--- config.mk ---
export PLATFORM = sky130hd
export DESIGN_NAME = mb_io_slave_regs
export DESIGN_NICKNAME = d
export VERILOG_FILES = /design/src/rtl/mb_io_slave_regs.sv
export SDC_FILE = /design/constraint.sdc
export NUM_CORES = 1
export LEC_CHECK = 0
export BUFFER_PORTS_ARGS = -buffer_cell sky130_fd_sc_hd__clkbuf_2
export CAP_MARGIN = 20
export CORE_ASPECT_RATIO = 1.4
export CORE_MARGIN = 2
export CORE_UTILIZATION = 45
export DETAILED_ROUTE_END_ITERATION = 8
export HOLD_SLACK_MARGIN = 0.02
export PLACE_DENSITY_LB_ADDON = 0.08
export SYNTH_ARGS = -nofsm -noshare
export SYNTH_HDL_FRONTEND = slang
export SYNTH_SLANG_ARGS = --single-unit
--- constraint.sdc ---
create_clock -name clk -period 1.7 [get_ports clk]
set_input_delay 0.17 -clock clk [delete_from_list [all_inputs] [get_ports clk]]
set_output_delay 0.17 -clock clk [all_outputs]
set_load 0.02 [all_outputs]
--- src/rtl/mb_io_slave_regs.sv ---
// mb_io_slave_regs: MicroBlaze IO bus slave with a bank of NUM_REGS 32-bit
// read/write control registers. It decodes the bus strobes, waits WAIT_STATES
// cycles, then returns a single-cycle IO_Ready pulse. Register contents and
// per-register write pulses feed the peripheral logic behind the bank.
//
// Optional feature: define MB_IO_SLAVE_ERR_EN to add the io_err output. It
// pulses with IO_Ready on a decode miss or an illegal strobe combination, and
// such accesses then read 32'hDEAD_BEEF instead of 32'h0000_0000.
module mb_io_slave_regs #(
    parameter logic [31:0] BASE_ADDR   = 32'hC000_0000,
    parameter int          NUM_REGS    = 8,
    parameter int          WAIT_STATES = 2
) (
    input  logic                     clk,
    input  logic                     reset,
    input  logic                     IO_Addr_Strobe,
    input  logic                     IO_Read_Strobe,
    input  logic                     IO_Write_Strobe,
    input  logic [31:0]              IO_Address,
    input  logic [3:0]               IO_Byte_Enable,
    input  logic [31:0]              IO_Write_Data,
    output logic                     IO_Ready,
    output logic [31:0]              IO_Read_Data,
    output logic [32*NUM_REGS-1:0]   reg_q,
    output logic [NUM_REGS-1:0]      reg_wr
`ifdef MB_IO_SLAVE_ERR_EN
    ,
    output logic                     io_err
`endif
);

    localparam int          IDX_W     = $clog2(NUM_REGS);
    localparam logic [31:0] ADDR_MASK = ~(32'(4 * NUM_REGS) - 32'd1);
    localparam logic [3:0]  WS        = 4'(WAIT_STATES);

`ifdef MB_IO_SLAVE_ERR_EN
    localparam logic [31:0] ERR_RDATA = 32'hDEAD_BEEF;
`else
    localparam logic [31:0] ERR_RDATA = 32'h0000_0000;
`endif

    localparam logic [1:0] S_IDLE = 2'd0;
    localparam logic [1:0] S_WAIT = 2'd1;
    localparam logic [1:0] S_ACK  = 2'd2;
    localparam logic [1:0] S_HOLD = 2'd3;

    logic [1:0]       state_q, state_d;
    logic [3:0]       cnt_q, cnt_d;
    logic [IDX_W-1:0] idx_q, idx_d;
    logic [3:0]       be_q, be_d;
    logic [31:0]      wdata_q, wdata_d;
    logic             wr_q, wr_d;     // legal write that hits the bank
    logic             rd_q, rd_d;     // legal read that hits the bank
    logic             err_q, err_d;   // miss or illegal strobe combination

    logic [31:0]      regs_q [NUM_REGS];

    logic             hit;
    logic [IDX_W-1:0] idx;
    logic             ack;

    // Replace only the byte lanes selected by the enables.
    function automatic logic [31:0] merge_lanes(input logic [31:0] old_w,
                                                input logic [31:0] new_w,
                                                input logic [3:0]  lanes);
        logic [31:0] res;
        for (int i = 0; i < 4; i++) begin
            res[8*i +: 8] = lanes[i] ? new_w[8*i +: 8] : old_w[8*i +: 8];
        end
        return res;
    endfunction

    assign hit = (IO_Address & ADDR_MASK) == BASE_ADDR;
    assign idx = IO_Address[IDX_W+1:2];
    assign ack = (state_q == S_ACK);

    // Next-state logic: capture the request in IDLE, count wait states, ack once, then hold until the strobe drops.
    always_comb begin
        state_d = state_q;
        cnt_d   = cnt_q;
        idx_d   = idx_q;
        be_d    = be_q;
        wdata_d = wdata_q;
        wr_d    = wr_q;
        rd_d    = rd_q;
        err_d   = err_q;
        case (state_q)
            S_IDLE: begin
                if (IO_Addr_Strobe) begin
                    idx_d   = idx;
                    be_d    = IO_Byte_Enable;
                    wdata_d = IO_Write_Data;
                    wr_d    = hit && IO_Write_Strobe && !IO_Read_Strobe;
                    rd_d    = hit && IO_Read_Strobe && !IO_Write_Strobe;
                    err_d   = !(hit && (IO_Write_Strobe != IO_Read_Strobe));
                    cnt_d   = WS;
                    state_d = (WS == 4'd0) ? S_ACK : S_WAIT;
                end
            end
            S_WAIT: begin
                if (cnt_q <= 4'd1) begin
                    cnt_d   = 4'd0;
                    state_d = S_ACK;
                end else begin
                    cnt_d = cnt_q - 4'd1;
                end
            end
            S_ACK: begin
                state_d = S_HOLD;
            end
            default: begin
                if (!IO_Addr_Strobe) begin
                    state_d = S_IDLE;
                end
            end
        endcase
    end

    // Control and latched-request state; reset abandons any access in flight.
    always_ff @(posedge clk or negedge reset) begin
        if (!reset) begin
            state_q <= S_IDLE;
            cnt_q   <= 4'd0;
            idx_q   <= '0;
            be_q    <= 4'd0;
            wdata_q <= 32'd0;
            wr_q    <= 1'b0;
            rd_q    <= 1'b0;
            err_q   <= 1'b0;
        end else begin
            state_q <= state_d;
            cnt_q   <= cnt_d;
            idx_q   <= idx_d;
            be_q    <= be_d;
            wdata_q <= wdata_d;
            wr_q    <= wr_d;
            rd_q    <= rd_d;
            err_q   <= err_d;
        end
    end

    // Register bank: a write hit merges its enabled lanes at the edge that ends ACK.
    always_ff @(posedge clk or negedge reset) begin
        if (!reset) begin
            for (int k = 0; k < NUM_REGS; k++) begin
                regs_q[k] <= 32'd0;
            end
        end else if (ack && wr_q) begin
            regs_q[idx_q] <= merge_lanes(regs_q[idx_q], wdata_q, be_q);
        end
    end

    // Bus response: ready and read data are only non-zero during ACK.
    always_comb begin
        IO_Read_Data = 32'd0;
        if (ack) begin
            if (rd_q) begin
                IO_Read_Data = regs_q[idx_q];
            end else if (err_q) begin
                IO_Read_Data = ERR_RDATA;
            end
        end
    end

    assign IO_Ready = ack;

    // Per-register write pulse, raised for the ACK cycle of a write hit.
    always_comb begin
        reg_wr = '0;
        if (ack && wr_q) begin
            reg_wr[idx_q] = 1'b1;
        end
    end

`ifdef MB_IO_SLAVE_ERR_EN
    assign io_err = ack && err_q;
`endif

    for (genvar k = 0; k < NUM_REGS; k++) begin : g_reg_out
        assign reg_q[32*k +: 32] = regs_q[k];
    end

endmodule

### Yosys cells after proc, flatten, opt, wreduce, memory -nomap -nowiden

Cells that the tools add are included.

| storage, ports and cells | value |
|---|---|
| bits in registers | 303 |
| input bits | 73 |
| output and inout port bits | 297 |
| word-level logic and storage cells | 64 |

| cells by class | value |
|---|---|
| $add $sub $neg | 1 |
| $lt $le $gt $ge | 5 |
| equality and inequality tests | 6 |
| muxes and demuxes | 22 |
| bitwise gates (word level) | 1 |
| reductions and logical operators | 14 |

Operators by type and width:

| cell | count |
|---|---|
| $bwmux 256 | 1 |
| $mux 32 | 5 |
| $bmux 32 s3 | 1 |
| $demux 32 s3 | 1 |
| $mux 8 | 5 |
| $eq 27x27->1 const B | 1 |
| $mux 4 | 2 |
| $pmux 4 s2 | 1 |
| $logic_and 1x1->1 | 7 |
| $mux 2 | 3 |
| $pmux 2 s3 | 1 |
| $ge 4x4->1 const B | 1 |
| $le 4x1->1 const B | 1 |
| $lt 3x4->1 const B | 1 |
| $lt 4x1->1 const B | 1 |
| $ne 2x2->1 const B | 2 |
| $ne 4x1->1 const B | 1 |
| $not 3->4 | 1 |
| $reduce_and 2->1 | 2 |
| $sub 4x1->4 const B | 1 |
| $demux 1 s3 | 1 |
| $ge 3x1->1 const B | 1 |
| $reduce_and 3->1 | 1 |
| $eq 2x1->1 const B | 1 |
| 5 further kinds | 6 |

### Longest topological paths before layout

Gate-level depths: netlist of the first run.

| depth | value |
|---|---|
| depth in word-level cells | 6 |
| gate-level depth with buffers | 8 |
| gate-level depth less buffers | 6 |

### Worst setup path after synthesis of the first run

No wires, ideal clock.

| timing path | value |
|---|---|
| path kind | register -> output |
| start point | reg state_q[0] |
| end point | out reg_wr[6] |
| arrival | 1752 ps |
| required time | 1530 ps |
| slack | -222 ps |
| stages on the path, launching flop included | 8 |
| buffers on the path | 2 |
| cell sequence | dfrtp_1 -> inv_1 -> ha_1 -> and3_1 -> nand2_1 -> clkbuf_1 -> clkbuf_1 -> inv_1 |

| between the ends | value |
|---|---|
| longest elaborated chain between the ends | 3 |

RTL lines:

| element | RTL line | source |
|---|---|---|
| start: declaration | 47 | `logic [1:0] state_q, state_d;` |
| start signal: assignment | 131 | `state_q <= state_d;` |
| $eq 2x2->1 | 75 | `assign ack = (state_q == S_ACK);` |
| net IO_Ready | 22 | `output logic IO_Ready,` |
| $logic_and 1x1->1 | 170 | `if (ack && wr_q) begin` |
| $mux 8 | 170 |  |
| end: declaration | 25 | `output logic [NUM_REGS-1:0] reg_wr` |

The timed path passes the listed nets, and every way through them passes these cells.

### Final worst setup path of the first run

| timing path | value |
|---|---|
| start point | reg idx_q[1] |
| end point | out IO_Read_Data[24] |

| between the ends | value |
|---|---|
| longest elaborated chain between the ends | 6 |

RTL lines:

| element | RTL line | source |
|---|---|---|
| start: declaration | 49 | `logic [IDX_W-1:0] idx_q, idx_d;` |
| start signal: assignment | 133 | `idx_q <= idx_d;` |
| $not 3->4 (not written as such) | 158 | `IO_Read_Data = regs_q[idx_q];` |
| $bmux 32 s3 | 158 |  |
| $mux 32 (not written as such) (2 in series) | 158 |  |
| $mux 32 | 157 | `if (rd_q) begin` |
| $mux 32 | 156 | `if (ack) begin` |
| end: declaration | 23 | `output logic [31:0] IO_Read_Data,` |

No other way between the ends. The select of a mux whose other input is x is not followed.

==> impl_results.md, run 1 <==
- Nets: 1,910
- CTS buffer count: 31
- Slew HR: about two fifths
- Drt total wl: 50,360 µm
- Slowest-stage cell, CP: dfrtp_4
- Synthesized area per cell: 11.49 µm²
- Non-Filler Instances: roughly 2,200
- Max-slew violation count: 0
- Final hold vios: 0
- Critical Path RT: 1.53 ns
- DRT Pass-1 Iters: 5
- Via density: between 5 and 6
- Hold slack: about 0.066 ns
- IO buf count: around 370
- Final Setup Violations: 298
- DP Wirelength: about 32,000 µm
- Final instance area: 20,940 µm²
- Pwr/cell area: ~1200 nW/µm²
- FF+latch count, synth: a little over 300
- H-tree depth: 1
- Post-DP Area: 17,790 µm²
- Crit end category: primary output
- Largest net degree at the start of global routing: 47
- Total of max-cap violations: 0
- Post-route minimum period: 2.663 ns
- Initial antenna violation count: 0
- FILL cells: 2,350
- CTS tree: built
- First-pass GRT wire length: 73,600 µm
- ANT cells: 0
- Worst-path clk slew: 0.06 ns
- Leakage power: 10.16 nW
- Die H: about 210 µm
- Layout area overhead: 49.87%
- Vias in the first global route: 12,260
- I/O Pins: 370
- Die area: 32,490 µm²
- Final Util: 68.17%
- Number of DRC markers in iteration 0: 589
- Mapped Nets: ~1,300
- Initial core utilization: 45.49%
- Die Wd: 152.9 µm
- Core area: 30,710 µm²
- Worst path max stage delay: about 0.53 ns
- Sequential share of the synthesized area: 54.27%
- CP arrival: 2.49 ns
- Worst vdd ir: 0.0008517 V
- Max frequency: 0.3755 GHz
- Period utilization: 156.7%
- Worst-margin pin slew: 0.9197 ns
- Hold Path Class: in2reg
- Synthesized netlist cell count: 1,216
- Total Routing Usage GR: about 30%
- Status: complete, but fails checks
- Crit-path cells: buf_12, clkbuf_16, mux4_2, mux2_4, nor2b_2, buf_6
- Post-Syn Area: 13,970 µm²
- # clock sinks: 303
- Vias: 12,210
- CP Max Fanout: 6
- Routed len/inst: 22.48 µm
- Yosys cell types: 43
- Worst-Skew Late Latency: 0.58 ns
- Routability congestion estimate: 0.8424
- Crit Path Category: reg2out
- Post-route antenna net violation count: 0
- Remaining global-route overflow: 0
- Cell count after placement: 2,077
- Std cell rows: 76
- RSZ-0062 raised after global routing: yes
- Clock root buffer: clkbuf_16
- Final WS setup: -0.9634 ns
- Clock buffer depth: 3
- Fraction of layout cells with a size suffix above 1: around half
- CP startpoint kind: register
- DRC viols: 0
- Failing checks: negative setup slack
- Yosys warns: 0
- Final clock skew: approximately 0.010 ns
-- layout make-up --
class	count	area [µm²]	share of cell area (%)
Clock buffer	47	875.8	4.183
Inverter	16	77.57	0.3705
Sequential cell	303	7590	36.25
Timing Repair Buffer	676	5334	25.47
Multi-Input combinational cell	803	6543	31.25
Tap cell	390	488.0	2.330
Clock inverter	5	31.28	0.1494
-- path summary, 6_finish.rpt --
| kind | startpoint | to | slack (ns) | cells past startpoint |
|---|---|---|---|---|
| max | idx_q[1]$_DFFE_PN0P_ | IO_Read_Data[24] | -0.96 | 6 |
| min | IO_Address[14] | rd_q$_DFFE_PN0P_ | 0.07 | 5 |
| min reg2reg | reg_q[191]$_DFFE_PN0P_ | reg_q[191]$_DFFE_PN0P_ | 0.51 | 2 |
| max in group asynchronous | reset | reg_q[2]$_DFFE_PN0P_ | 0.83 | 3 |
| min in group asynchronous | reset | reg_q[157]$_DFFE_PN0P_ | 0.09 | 2 |
| max reg2reg | idx_q[1]$_DFFE_PN0P_ | reg_q[50]$_DFFE_PN0P_ | -0.57 | 7 |
-- Yosys cell counts (all sizes together) --
master,number,area share [%]
and3,1,0.045
nand2,272,7.3
mux4,52,8.4
nand2b,2,0.090
clkbuf,65,1.7
a211oi,1,0.14
a32o,1,0.072
dfrtp,303,54
nor3,3,0.11
mux2,68,5.5
nor2,10,0.29
and3b,1,0.063
mux2i,48,5.8
o21ai,213,7.6
a21oi,7,0.33
o2bb2ai,1,0.063
nor4,4,0.18
a22o,2,0.13
o31ai,49,2.6
buf,29,1.3
a22oi,9,0.48
a31oi,1,0.045
a21boi,1,0.054
and2,2,0.090
or3,1,0.045
nand4,1,0.045
o211ai,1,0.054
inv,16,0.43
ha,6,0.54
nor4b,2,0.13
nor3b,2,0.11
o21bai,1,0.054
nor2b,35,1.6
nand3,4,0.14
a221o,2,0.14
-- stage by stage --
stage / TNS [ns] / total power [mW] / worst slack (ns)
5_1_grt: -162.02 / 25.05 / -1.017
4_1_cts: -121.47 / 23.08 / -0.9539
3_5_place_dp: -88.73 / 15.78 / -0.4386
6_report: -136.74 / 24.15 / -0.9634
2_1_floorplan: -30.98 / 13.06 / -0.1572
3_3_place_gp: -80.13 / 15.68 / -0.3877
-- layout by cell type (no fill, tap or decap), drive strengths merged, types with 3 or more instances in the layout --
cell type,count
inv,14
dfrtp,303
mux2,68
ha,6
mux2i,48
nor2b,35
nor4,4
dlygate4sd3,42
a22oi,9
buf,292
clkbuf,387
clkinv,6
nand3,4
nor3,3
a21oi,7
mux4,52
o31ai,49
nand2,272
o21ai,213
nor2,10
-- report_power, final --
group | internal (mW) | total, mW | switching (mW)
clock network | 3.51 | 6.36 | 2.85
logic | 4.60 | 9.34 | 4.73
registers | 7.76 | 8.45 | 0.691
total | 15.9 | 24.1 | 8.27
-- sequential cells by signal, indices dropped and copies added (netlist names) --
name	count
state_q	2
cnt_q	4
wr_q	1
wdata_q	32
idx_q	3
rd_q	1
be_q	4
reg_q	256
-- what timing repair did --
action / CTS / global route
gates resized for setup: 104 / 299
hold endpoints to repair: 327 / 0
gates cloned: 8 / 7
pin swaps: 8 / 26
setup buffers: 25 / 37
endpoints found under the setup margin: 302 / 330
hold buffers: 42 / 0
-- kinds of logic after synthesis --
family / Yosys count / synth area share, %
and+or+nand+nor: 340 / 10.20
buffers and inverters: 110 / 3.502
adders and majority gates: 6 / 0.5373
DFF: 303 / 54.27
AOI/OAI and AO/OA: 289 / 11.83
muxes: 168 / 19.66
-- layer usage --
layer  vias up  global-route usage [%]  wire length [µm]
li1       5523                       -                 -
met1      6094                   38.37             19710
met2       476                   50.72             25270
met3       117                   4.607              3233
met4         0                   11.05              2139
met5         -                       0                 0
-- worst max-delay path: cells and delay by family, from the launching register on --
family                 cells  cell delay (ns)
and+or+nand+nor            1             0.17
DFF                        1             0.53
buffers and inverters      3             0.42
muxes                      2             0.78
No activity file was read; power rests on OpenSTA's default activity.
==> run 2, diff against run 1 <==
ABC_AREA = 1   (was not set)
CTS_CLUSTER_SIZE = 12   (was not set)
==> run 2 against run 1 <==
Effect of this change:
- the run still ends with negative setup slack left
- count of clock-buffer cells in the layout rose by 2
- non-clock buffer count fell by 6
- worst hold slack got worse by 0.0026 ns
- synthesized area rose by 10%
- clock skew barely moved
- die area rose by 10%
- power rose by 4.1%
- via count rose by 44%
- global-route usage rose by 5.3 points
==> impl_results.md, run 2 <==
- Status: complete, but fails checks
- Failing checks: negative setup slack
- Post-route minimum period: 2.402 ns
- Met2 WL post-DR: 31,270 µm
- Die area: roughly 36,000 µm²
- DRC viols: 0
- Post-Syn Area: 15,440 µm²
- Total of max-cap violations: 0
- Number of synthesized flops with an enable pin: 0
- ANT cells: 0
- Leakage power: roughly 13 nW
- Routed len/inst: 20.76 µm
- FF+latch count, synth: 303
- Crit end category: primary output
- Vias: 17,550
- # clock sinks: roughly 300
- Final Util: a little under 70%
- Number of DRC markers in iteration 0: about 1,600
- Final Setup Violations: 288
- Largest net degree at the start of global routing: 73
- Yosys top cell area share: 49.12%
- Max-slew violation count: 0
- Final clock skew: 0.01051 ns
- Via density: 5.497
- Initial core utilization: about 45%
- CP arrival: 2.23 ns
- DP Wirelength: about 42,000 µm
- Compound-cell area share of the yosys netlist: 1.613%
- Top cells by area, synth: dfrtp_1 (49%), nand2_1 (31%), nand3_1 (8.6%), nand3_2 (2.1%), buf_2 (1.5%)
- FFs w/ async S/R, synth: 100.0%
- Yosys warns: 0
- FILL cells: 2,795
- CTS tree: built
- Vias in the first global route: about 17,000
- Most frequent cells in the layout: nand2_1 (1,172), clkbuf_2 (326), dfrtp_1 (300), nand3_1 (231), buf_4 (133)
- Clock root buffer: clkbuf_16
- Period utilization: 141.3%
- Layout area overhead: 49.11%
- Mapped Nets: between 2,000 and 2,500
- Die H: 223.1 µm
- Slew HR: 70.20%
- Post-route antenna net violation count: 0
- Mux contribution to synthesized area: 0%
- Most frequent cell after synthesis: nand2_1
- Worst-margin pin slew: 0.4466 ns
- Worst-Skew Late Latency: 0.58 ns
- Most common cell after layout, fill and taps aside: nand2_1
- Final total power: about 25 mW
- Hold Path Class: in2async
- Top sig layer: met4
- Nets: ~2,800
- Largest family of logic cells by synthesized area: simple AND/OR/NAND/NOR gates
- Initial antenna violation count: 0
- Crit Path Category: reg2out
- Ys flop type: dfrtp_1
- Drt total wl: around 66,000 µm
- Routed length on met1: 24,330 µm
- Sequential share of the synthesized area: 49.12%
- Adder-cell share of the synthesized area: 0.4863%
- Synth cell count leaders: nand2_1 (1,258), dfrtp_1 (303), nand3_1 (266), clkbuf_1 (50), buf_2 (45)
- Worst slack at placement: -0.1615 ns
- Hold slack: around 0.063 ns
- Worst vdd ir: 0.0008876 V
- First-pass GRT wire length: 96,630 µm
- Clock buffer depth: 3
- Fraction of layout cells with a size suffix above 1: 32.40%
- Core area: 33,930 µm²
- Post-route setup TNS: -55.42 ns
- Std cell rows: 80
- Total Routing Usage GR: a little over a third
- Max frequency: between 0.4 and 0.5 GHz
- Die Wd: 160.5 µm
- Largest area contributor in the netlist: dfrtp_1
- Area of the multi-input gates: 7934 µm²
- Final hold vios: 0
- Synthesized area per cell: 7.136 µm²
- CTS buffer count: 31
- H-tree depth: 1
- Worst-path clk slew: 0.07 ns
- IO buf count: approximately 370
- Synthesized netlist cell count: 2,163
- CP Max Fanout: 7
- XOR/XNOR Fraction of Synth Area: 0.05674%
- Critical Path RT: 1.53 ns
- Metal3 WL: 5919 µm
- Routability congestion estimate: ~0.9
- DRT Pass-1 Iters: 6
- CP startpoint kind: register
- Synth Area in Simple Gates: 43.93%
- Remaining global-route overflow: 0
- I/O Pins: 370
- Yosys cell types: 23
- Register Area: 7591 µm²
- RSZ-0062 raised after global routing: yes
- Final WS setup: -0.7020 ns
- Max reg flops: between 200 and 300
- Pwr/cell area: between 1000 and 1500 nW/µm²
-- run 2: layer usage --
layer / vias to the layer above / GRT usage, %
met5: - / 0
met4: 0 / 20.52
met3: 284 / 5.243
met2: 1091 / 58.11
met1: 8256 / 43.30
li1: 7914 / -
-- run 2: timing repair --
item                                   CTS  global route
endpoints found under the hold margin  344             0
pin swaps                               27            71
hold buffers                            68             0
buffers inserted                        29            30
cloned                                   5            13
setup endpoints to repair              287           298
resized for setup                      174           176
-- run 2: cell families after synthesis --
group | after synthesis
DFF | 303
xor gates and xnor gates | 1
adders and majority gates | 6
AOI/OAI and AO/OA | 49
buffers and inverters | 175
and+or+nand+nor | 1629
-- run 2: path summary, 6_finish.rpt --
check,cells after the start,end,from,slack [ns]
max in group asynchronous,3,reg_q[221]$_DFFE_PN0P_,reset,0.89
min reg2reg,2,wdata_q[19]$_DFFE_PN0P_,wdata_q[19]$_DFFE_PN0P_,0.47
max,10,IO_Read_Data[7],idx_q[0]$_DFFE_PN0P_,-0.70
min in group clk,4,cnt_q[1]$_DFFE_PN0P_,IO_Addr_Strobe,0.14
max reg2reg,9,reg_q[19]$_DFFE_PN0P_,idx_q[0]$_DFFE_PN0P_,-0.32
min,2,reg_q[73]$_DFFE_PN0P_,reset,0.06
-- run 2: critical path: stages (launching register included) --
cell and delay (ns):
dfrtp_4 0.53, clkinv_8 0.10, buf_12 0.16, clkbuf_16 0.18, nand2_1 0.05, nand2_1 0.05, nand2_1 0.05, nand2_1 0.08
nand2_1 0.10, a21oi_2 0.16, clkbuf_4 0.18
-- run 2: cell type report --
cell class | count | share of cell area [%]
sequential | 303 | 32.98
timing repair buffer | 670 | 25.37
inverter | 31 | 0.6686
tap | 451 | 2.452
clock buffer | 49 | 3.968
multi-input combinational | 1685 | 34.47
clock inverter | 3 | 0.09241
-- run 2: power by group --
part | internal, mW | leakage (nW) | switching (mW)
sequential | 7.72 | 4.16 | 0.300
clock | 3.63 | 0.454 | 2.88
combinational | 3.95 | 8.41 | 6.65
total | 15.3 | 13.0 | 9.84
-- run 2: through the flow --
step	instances	cell area [µm²]
CTS	3156	21950
global placement	3002	19280
detailed placement	3002	19280
global route	3192	23020
floorplan	2163	15470
finish	3192	23020
==> run 3, diff against run 2 <==
CORE_UTILIZATION = 49   (was 45)
==> run 3 against run 2 <==
Effect of this change:
- the run still ends with negative setup slack left
- routed wire length grew 4.0%
- critical path depth unchanged
- sequential cell count unchanged
- clock skew shrank 0.0016 ns
- clock power decreased by 0.8%
- power is 0.63% higher
- first-iteration DRC count is 6.0% higher
- sequential power up 0.5%
- worst setup slack improved by 0.0083 ns
- critical path type unchanged
- largest power group unchanged
==> impl_results.md, run 3 (synthesis results as in run 2) <==
- Status: complete, but fails checks
- Failing checks: negative setup slack
- Clock buffer depth: 3
- Final WS setup: -0.6937 ns
- DP Wirelength: around 40,000 µm
- Period utilization: 140.8%
- Worst vdd ir: 0.0008418 V
- Min-delay src: IO_Address[2]
- Max frequency: roughly 0.42 GHz
- First-pass GRT wire length: 95,770 µm
- CP arrival: 2.22 ns
- Die area: 32,960 µm²
- Layout area overhead: 51.97%
- Worst r2r path cells: 16
- Fraction of layout cells with a size suffix above 1: 35.82%
- Max reg flops: 256
- Vias: roughly 18,000
- IO buf count: 367
- Most common cell after layout, fill and taps aside: nand2_1
- CP Max Fanout: 8
- RSZ-0062 raised after global routing: yes
- Routability congestion estimate: roughly 0.89
- I/O Pins: 370
- Post-route minimum period: 2.394 ns
- Share of total power in the clock network: around 26%
- Post-route setup TNS: -61.23 ns
- Post-route antenna net violation count: 0
- H-tree depth: 1
- Nets: around 2,800
- Min-Delay Endpoint: idx_q[0]$_DFFE_PN0P_
- Drt total wl: slightly below 70,000 µm
- DRT Pass-1 Iters: 6
- Critical Path RT: 1.53 ns
- Hold Path Class: in2reg
- CTS buffer count: 31
- Die H: ~210 µm
- Flop pwr share: 31.9%
- Die Wd: 154.0 µm
- Final hold vios: 0
- Flop2flop setup slack: -0.47 ns
- First element of the critical path: idx_q[0]$_DFFE_PN0P_
- Pwr/cell area: 1079 nW/µm²
- Total Routing Usage GR: 37.48%
- Number of DRC markers in iteration 0: 1,739
- Int Pwr: 15.16 mW
- Most frequent cells in the layout: nand2_1 (1,139), clkbuf_2 (326), dfrtp_1 (300), nand3_1 (169), nand2_2 (111)
- Worst-margin pin slew: 0.4963 ns
- Slew HR: 66.91%
- Largest net degree at the start of global routing: 68
- CTS tree: built
- Reg-to-reg endpoint: reg_q[212]$_DFFE_PN0P_
- Post-DP Area: 19,110 µm²
- Routed len/inst: 22.07 µm
- Total of max-cap violations: 0
- # clock sinks: 303
- Vias in the first global route: 16,760
- Core area: 30,900 µm²
- Switching Share: 40.08%
- Std cell rows: 76
- Max-slew violation count: 0
- Final clock skew: just under 0.009 ns
- RR Startpoint: idx_q[0]$_DFFE_PN0P_
- Combinational Power Share: 42.6%
- WHS Path Cells: 4
- Initial antenna violation count: 1
- ANT cells: 0
- Net Switching: 10.14 mW
- Final Setup Violations: approximately 300
- Crit Path Category: reg2out
- Clock root buffer: clkbuf_16
- Crit end category: primary output
- Worst-path clk slew: ~0.060 ns
- Via density: 5.698
- Final total power: 25.30 mW
- CP startpoint kind: register
- Remaining global-route overflow: 0
- DRC viols: 0
- Worst-Skew Late Latency: 0.58 ns
- Worst slack at placement: -0.1263 ns
- Leakage power: 13.08 nW
- Final instance area: 23,460 µm²
- Initial core utilization: 49.95%
[run 3: cell count changes in the layout (fill, tap and decap cells not counted), sizes merged]
cell	previous run	this run
inv	31	32
clkinvlp	1	0
bufbuf	1	0
clkbuf	405	409
clkinv	2	4
dlygate4sd3	68	67
buf	245	233
[run 3: timing repair]
| action | 4_1_cts | 5_1_grt |
|---|---|---|
| resized for setup | 164 | 325 |
| setup buffers | 33 | 27 |
| pin swaps | 29 | 88 |
| gates cloned | 5 | 20 |
| endpoints found under the setup margin | 285 | 304 |
| hold endpoints to repair | 319 | 0 |
| hold buffers | 67 | 0 |
[run 3: per-layer routing]
layer  share of wire (%)  GRT usage, %  vias up
met5                   0             0        -
met4                 7.6         20.28        0
met3                  12         4.876      305
met2                  46         60.51     1244
met1                  35         49.20     8339
li1                    -             -     7907
[run 3: how the worst max path moves through the flow]
| stage | end | slack (ns) | cells after the start |
|---|---|---|---|
| 2_1_floorplan | IO_Read_Data[0] | 0.008 | 10 |
| 3_3_place_gp | reg_q[185]$_DFFE_PN0P_ | -0.08 | 7 |
| 3_5_place_dp | reg_q[169]$_DFFE_PN0P_ | -0.13 | 7 |
| 4_1_cts | IO_Read_Data[10] | -0.66 | 10 |
| 5_1_grt | IO_Read_Data[5] | -0.73 | 10 |
| 6_report | IO_Read_Data[14] | -0.69 | 10 |
[run 3: power groups by stage]
stage / registers, mW / clock network, mW / logic (mW)
floorplan: 8.01 / 0 / 4.60
global placement: 8.11 / 0 / 8.00
detailed placement: 8.14 / 0 / 8.09
CTS: 8.03 / 6.47 / 9.33
global route: 8.09 / 6.72 / 11.2
finish: 8.06 / 6.47 / 10.8
[run 3: cell type report]
cell class / instances / area [µm²]
Sequential cell: 303 / 7591
Fill cell: 2256 / 7446
Multi-Input combinational cell: 1685 / 8388
Clock buffer: 46 / 892.1
Tap cell: 390 / 488.0
Timing Repair Buffer: 663 / 5909
Timing Repair inverter: 1 / 8.758
Clock inverter: 4 / 20.02
Inverter: 31 / 161.4
[run 3: worst max-delay path, stage by stage, from the launching register on]
cell,delay [ns]
dfrtp_4,0.56
inv_12,0.12
buf_12,0.15
buf_12,0.13
nand2_1,0.05
nand2_1,0.06
nand2_1,0.06
nand2_1,0.09
nand2_2,0.06
a21oi_2,0.18
clkbuf_8,0.17
[run 3: stage by stage]
| stage | util, % | hold WS (ns) | std cells |
|---|---|---|---|
| 5_1_grt | 75.91 | 0.06819 | 3123 |
| 3_3_place_gp | 61.84 | 0.1301 | 2938 |
| 2_1_floorplan | - | -0.1256 | 2163 |
| 4_1_cts | 70.34 | 0.07195 | 3090 |
| 3_5_place_dp | 61.84 | 0.1354 | 2938 |
| 6_report | 75.91 | 0.07384 | 3123 |
